==> src/rtl/alu_arbiter.sv <==
// Round-robin controller sharing one external combinational ALU between two
// requesters; one operation in flight, result returned over a valid/ready channel.
module alu_arbiter #(
   parameter int WIDTH = 8
) (
   input  logic             clk,
   input  logic             rst,
   input  logic             req0_valid,
   output logic             req0_ready,
   input  logic [WIDTH-1:0] req0_a,
   input  logic [WIDTH-1:0] req0_b,
   input  logic [1:0]       req0_op,
   input  logic             req1_valid,
   output logic             req1_ready,
   input  logic [WIDTH-1:0] req1_a,
   input  logic [WIDTH-1:0] req1_b,
   input  logic [1:0]       req1_op,
   output logic [WIDTH-1:0] alu_a,
   output logic [WIDTH-1:0] alu_b,
   output logic [1:0]       alu_op,
   input  logic [WIDTH-1:0] alu_f,
   output logic             rsp_valid,
   input  logic             rsp_ready,
   output logic [WIDTH-1:0] rsp_f,
   output logic             rsp_id,
   output logic             rsp_dz
);

   typedef enum logic [1:0] {
      IDLE = 2'b00,
      EXEC = 2'b01,
      RESP = 2'b10
   } state_t;

   state_t           state_r;
   state_t           state_nxt_s;
   logic             last_r;
   logic             id_r;
   logic             dz_r;
   logic [WIDTH-1:0] alu_a_r;
   logic [WIDTH-1:0] alu_b_r;
   logic [1:0]       alu_op_r;
   logic             rsp_valid_r;
   logic [WIDTH-1:0] rsp_f_r;
   logic             rsp_id_r;
   logic             rsp_dz_r;

   logic             gnt0_s;
   logic             gnt1_s;
   logic             acc_s;
   logic [WIDTH-1:0] sel_a_s;
   logic [WIDTH-1:0] sel_b_s;
   logic [1:0]       sel_op_s;
   logic             sel_dz_s;

   // Round-robin grant; ready is held low while rst is high so no handshake is seen.
   always_comb begin
      gnt0_s = 1'b0;
      gnt1_s = 1'b0;
      if ((state_r == IDLE) && !rst) begin
         if (req0_valid && req1_valid) begin
            gnt0_s = last_r;
            gnt1_s = !last_r;
         end else begin
            gnt0_s = req0_valid;
            gnt1_s = req1_valid;
         end
      end else begin
         gnt0_s = 1'b0;
         gnt1_s = 1'b0;
      end
   end

   // Operand select for the granted requester and divide-by-zero detection.
   always_comb begin
      acc_s    = gnt0_s || gnt1_s;
      sel_a_s  = gnt1_s ? req1_a  : req0_a;
      sel_b_s  = gnt1_s ? req1_b  : req0_b;
      sel_op_s = gnt1_s ? req1_op : req0_op;
      sel_dz_s = (sel_op_s == 2'b11) && (sel_b_s == {WIDTH{1'b0}});
   end

   // Next-state logic.
   always_comb begin
      state_nxt_s = state_r;
      case (state_r)
         IDLE:    state_nxt_s = acc_s ? EXEC : IDLE;
         EXEC:    state_nxt_s = RESP;
         RESP:    state_nxt_s = rsp_ready ? IDLE : RESP;
         default: state_nxt_s = IDLE;
      endcase
   end

   // State, operand and response registers.
   always_ff @(posedge clk) begin
      if (rst) begin
         state_r     <= IDLE;
         last_r      <= 1'b1;
         id_r        <= 1'b0;
         dz_r        <= 1'b0;
         alu_a_r     <= {WIDTH{1'b0}};
         alu_b_r     <= {WIDTH{1'b0}};
         alu_op_r    <= 2'b00;
         rsp_valid_r <= 1'b0;
         rsp_f_r     <= {WIDTH{1'b0}};
         rsp_id_r    <= 1'b0;
         rsp_dz_r    <= 1'b0;
      end else begin
         state_r <= state_nxt_s;
         case (state_r)
            IDLE: begin
               if (acc_s) begin
                  alu_a_r  <= sel_a_s;
                  alu_b_r  <= sel_b_s;
                  alu_op_r <= sel_op_s;
                  id_r     <= gnt1_s;
                  dz_r     <= sel_dz_s;
                  last_r   <= gnt1_s;
               end
            end
            EXEC: begin
               // The ALU's own divide-by-zero output is replaced by all-ones.
               rsp_f_r     <= dz_r ? {WIDTH{1'b1}} : alu_f;
               rsp_id_r    <= id_r;
               rsp_dz_r    <= dz_r;
               rsp_valid_r <= 1'b1;
            end
            RESP: begin
               if (rsp_ready) begin
                  rsp_valid_r <= 1'b0;
               end
            end
            default: begin
               rsp_valid_r <= 1'b0;
            end
         endcase
      end
   end

   assign req0_ready = gnt0_s;
   assign req1_ready = gnt1_s;
   assign alu_a      = alu_a_r;
   assign alu_b      = alu_b_r;
   assign alu_op     = alu_op_r;
   assign rsp_valid  = rsp_valid_r;
   assign rsp_f      = rsp_f_r;
   assign rsp_id     = rsp_id_r;
   assign rsp_dz     = rsp_dz_r;

endmodule

==> config.mk <==
export PLATFORM = sky130hd
export DESIGN_NAME = alu_arbiter
export DESIGN_NICKNAME = d
export VERILOG_FILES = /design/src/rtl/alu_arbiter.sv
export SDC_FILE = /design/constraint.sdc
export NUM_CORES = 1
export LEC_CHECK = 0
export CAP_MARGIN = 5
export CORE_MARGIN = 1.5
export CORE_UTILIZATION = 30
export CTS_CLUSTER_DIAMETER = 50
export DETAILED_ROUTE_END_ITERATION = 6
export GPL_TIMING_DRIVEN = 0
export PLACE_DENSITY = 0.61
export REMOVE_ABC_BUFFERS = 1
export SLEW_MARGIN = 10
export SYNTH_ARGS = -nofsm -noshare
export SYNTH_HDL_FRONTEND = slang
export SYNTH_SLANG_ARGS = --single-unit
==> constraint.sdc <==
create_clock -name clk -period 2 [get_ports clk]
set_input_delay 0.5 -clock clk [delete_from_list [all_inputs] [get_ports clk]]
set_output_delay 0.5 -clock clk [all_outputs]
set_load 0.005 [all_outputs]
## After elaboration in Yosys (flattened, before gate mapping)

Index checks and enable logic that the tools add are counted.

- Equality and inequality tests: 4
- Multiplexer cells: 13
- Bitwise operators: 1
- Reduce and logical (&&, ||, !) cells: 10

Operators by type and width:

| kind | count |
|---|---|
| $mux W8 | 3 |
| $logic_not A8 Y1 | 1 |
| $mux W1 | 6 |
| $pmux W2 S3 | 1 |
| $eq A2 B2 Y1 const B | 2 |
| $mux W2 | 2 |
| $reduce_and A2 Y1 | 2 |
| $logic_and A1 B1 Y1 | 3 |
| $pmux W1 S3 | 1 |
| $eq A2 B1 Y1 const B | 1 |
| $logic_not A1 Y1 | 2 |
| $logic_not A2 Y1 | 1 |
| $ne A2 B2 Y1 const B | 1 |
| $logic_or A1 B1 Y1 | 1 |
| $not A1 Y1 | 1 |

- Register bits: 34

## Longest topological paths before layout

Gate-level depths: netlist of run 1.

- Depth after elaboration: 6
- Gate-level depth with buffers: 7

## Worst setup path after synthesis of run 1

Ideal clock, no wire load.

- Path kind: in2out
- Start point: in rst
- End point: out req1_ready
- Arrival: 1.149 ns
- Required time: 1.500 ns
- Setup slack: 0.351 ns
- Stages: 5
- Buffers on the path: 2
- Cells stage by stage: buf_2 -> nor3_4 -> nand2_4 -> inv_4 -> buf_12

- Cells in the longest elaborated chain, start to end: 3

Ends and longest elaborated chain:

| element | RTL line | RTL |
|---|---|---|
| start: declaration | 7 | `input logic rst,` |
| $logic_not A1 Y1 | 60 | `if ((state_r == IDLE) && !rst) begin` |
| $logic_and A1 B1 Y1 | 60 |  |
| $mux W1 | 60 |  |
| end: declaration | 14 | `output logic req1_ready,` |

Every way passes these cells.

## Worst setup path after layout of run 1

- Start point: in rst
- End point: out req0_ready

- Cells in the longest elaborated chain, start to end: 3

Ends and longest elaborated chain:

| element | RTL line | RTL |
|---|---|---|
| $logic_not A1 Y1 | 60 |  |
| $logic_and A1 B1 Y1 | 60 |  |
| $mux W1 | 60 |  |
| end: declaration | 9 | `output logic req0_ready,` |

Every way passes these cells.

==> impl_metrics.py, run 1 <==
metrics = {
    "status": {
        "outcome": "complete, no violations",
    },
    "timing": {
        "final_max_slew_viol_count": 0,
        "rsz0062_at_grt": "false",
        "finalWorstSetupSlack_ps": 158.9,
        "fin_crit_sh_pct": 92.06,
        "layout_min_cycle_time_ps": 1841,
        "setup_violations": 0,
        "max_freq_ghz": 0.5431,
        "whs_ps": 457.9,
        "worst_pin_slew_ps": 712.6,
        "slew_headroom_pct": 52.28,
        "hold_viol_final": 0,
        "setup_tns_ps": 0,
        "fin_skew_ps": 3.278,
    },
    "yosys": {
        "synth_area_um2": 1610,
        "synth_top_area_share_pct": 42.27,
        "syn_area_per_cell_um2": 9.149,
        "yosysUniqueCellTypes": 30,
        "ys_seq_elements": 34,
        "synth.area.top_cells": "dfxtp_1, a311oi_2, nor2_1, nand2_1, a211oi_1",
        "synth_largest_area_cell": "dfxtp_1",
        "synth_cells": 176,
        "ys_warn_count": 0,
        "synth_seq_area_share_pct": 42.27,
    },
    "worst_setup_path": {
        "cp_cell_sequence": "buf_4, nor3_4, and3b_1, dlygate4sd2_1",
        "cp.depth": 4,
        "worst_setup_path_start_kind": "primary input",
        "rr_worst_depth": 5,
        "path_class": "primary input to output port",
        "crit_path_max_incr_delay_ps": 280,
        "worstPathRequired_ps": 1500,
        "arrival_ps": 1340,
        "cp_num_buf_inv": 2,
        "path_delay_family": "simple AND/OR/NAND/NOR gates",
        "endpoint_kind": "output port",
        "worst_path_max_delay_cell": "nor3_4",
        "critPathMaxFanout": 5,
    },
    "placement": {
        "hpwl_um": 2762,
        "port_buffers": 79,
        "dp_slack_ps": -744.9,
        "place_area_um2": 2392,
        "place_congestion": 0.8104,
        "place_inst": 312,
    },
    "route": {
        "wl_um": 4150,
        "route.detailed.drc": 0,
        "drt_iter0_drc": 19,
        "viasPerCell": 4.531,
        "vias": 1477,
        "drt-pass1-iter-count": 4,
        "wl_per_cell_um": 12.73,
        "postRouteAntennaNets": 0,
    },
    "die": {
        "initial_core_util_pct": 31.33,
        "io_pins": 80,
        "die_area_um2": 5816,
        "die_w_um": 76.27,
        "die_h_um": 76.27,
        "rows": 26,
        "core_area_um2": 5140,
    },
    "finish": {
        "finalNonFillerCells": 326,
        "final_cell_mix": "clkdlybuf4s50_1, nor2_1, nand2_1",
        "drive_above_1_share_pct": 15.23,
        "fillers": 537,
        "fin_nets": 304,
        "syn_to_final_growth_pct": 59.05,
        "diodes": 0,
        "post-route-util_pct": 49.83,
        "final_common_cell": "clkdlybuf4s50_1",
        "final_area_um2": 2561,
    },
    "pwr": {
        "peakVddDrop_v": 0.0002812,
        "power_density_nw_per_um2": 710.3,
        "leakage_nw": 0.9450,
        "finalPower_mw": 1.819,
    },
    "clock_network": {
        "cts-buffers-inserted": 5,
        "cts_hold_buf": 0,
        "clk_latency_ps": 280,
        "clockBufferDepth": 2,
        "clock_sinks": 34,
        "root_buffer": "clkbuf_8",
        "tritoncts": "done",
        "htreeDepth": 2,
        "path_clk_slew_ps": 60,
    },
    "global_routing": {
        "grt_pass1_vias": 1408,
        "grt_max_degree": 41,
        "overflow": 0,
        "antenna_found_initial": 0,
        "grt_use_total_pct": 14.92,
        "grt_pass1_wl_um": 6831,
    },
    "worst_hold_path": {
        "hold_class": "primary input to flop",
        "hold_path_depth": 2,
    },
    "job": {
        "cap_viol_max_count": 0,
    },
}
## metal layers
layer,track usage [%],part of all wire (%),vias to the layer above
li1,-,-,776
met1,18.05,45,645
met2,24.38,47,52
met3,5.749,7.1,4
met4,4.630,1.1,0
met5,0,0,-
## final timing paths
path	slack (ps)	start	to
max	160	rst	req0_ready
min	460	rst	alu_b[2]
max reg2reg	310	state_r[1]	alu_op[1]
min reg2reg	480	id_r	id_r
## final cells by class
cell class / count / area, um^2 / share of cell area [%]
Multi-Input combinational cell: 128 / 828.3 / 32.34
Timing Repair Buffer: 85 / 843.3 / 32.93
Clock buffer: 8 / 110.1 / 4.299
Inverter: 1 / 11.26 / 0.4397
Sequential cell: 34 / 680.7 / 26.58
Tap cell: 70 / 87.58 / 3.420
## repair_timing
action	4_1_cts	5_1_grt
buffers inserted	5	0
gates resized for setup	10	0
endpoints found under the setup margin	2	0
## cell families after synthesis
logic type	share of synthesized area [%]
simple gates	24.71
flops	42.27
compound gates	23.85
buf+inv	7.304
mux	1.865
## sequential cells by signal, indices dropped and copies added, names as in the netlist
signal	cells
alu_a	8
alu_b	8
alu_op	2
dz_r	1
id_r	1
last_r	1
rsp_dz	1
rsp_f	8
rsp_id	1
rsp_valid	1
state_r	2
## synth_stat cells
cell type and n:
mux2i_1 3, nor3b_1 1, inv_4 1, buf_6 3, a311oi_2 17, nor4_1 2, nand2_4 1, nor2_1 40
buf_1 1, nand2b_1 1, buf_4 4, nor3_4 1, a21oi_1 2, nor3_1 2, o21a_4 1, buf_2 4
and3b_1 1, o22ai_1 1, nand2_1 35, a211oi_1 9, nand4_1 2, a21boi_2 1, clkbuf_1 1, a221o_1 1
or3_1 1, buf_12 1, nor2b_1 3, and2_1 1, dfxtp_1 34, a31o_1 1
## where the power goes
group	internal [mW]	total, mW	switching (mW)
clock	0.348	0.586	0.239
sequential	0.739	0.774	0.0352
combinational	0.269	0.459	0.190
Power figures use the tool's default switching activity.
==> inputs of run 2 (changes only) <==
Settings changed: ABC_CLOCK_PERIOD_IN_PS from default to 2000.
==> results of run 2 <==
The final DEF is identical to that of run 1; final timing and power are the same.
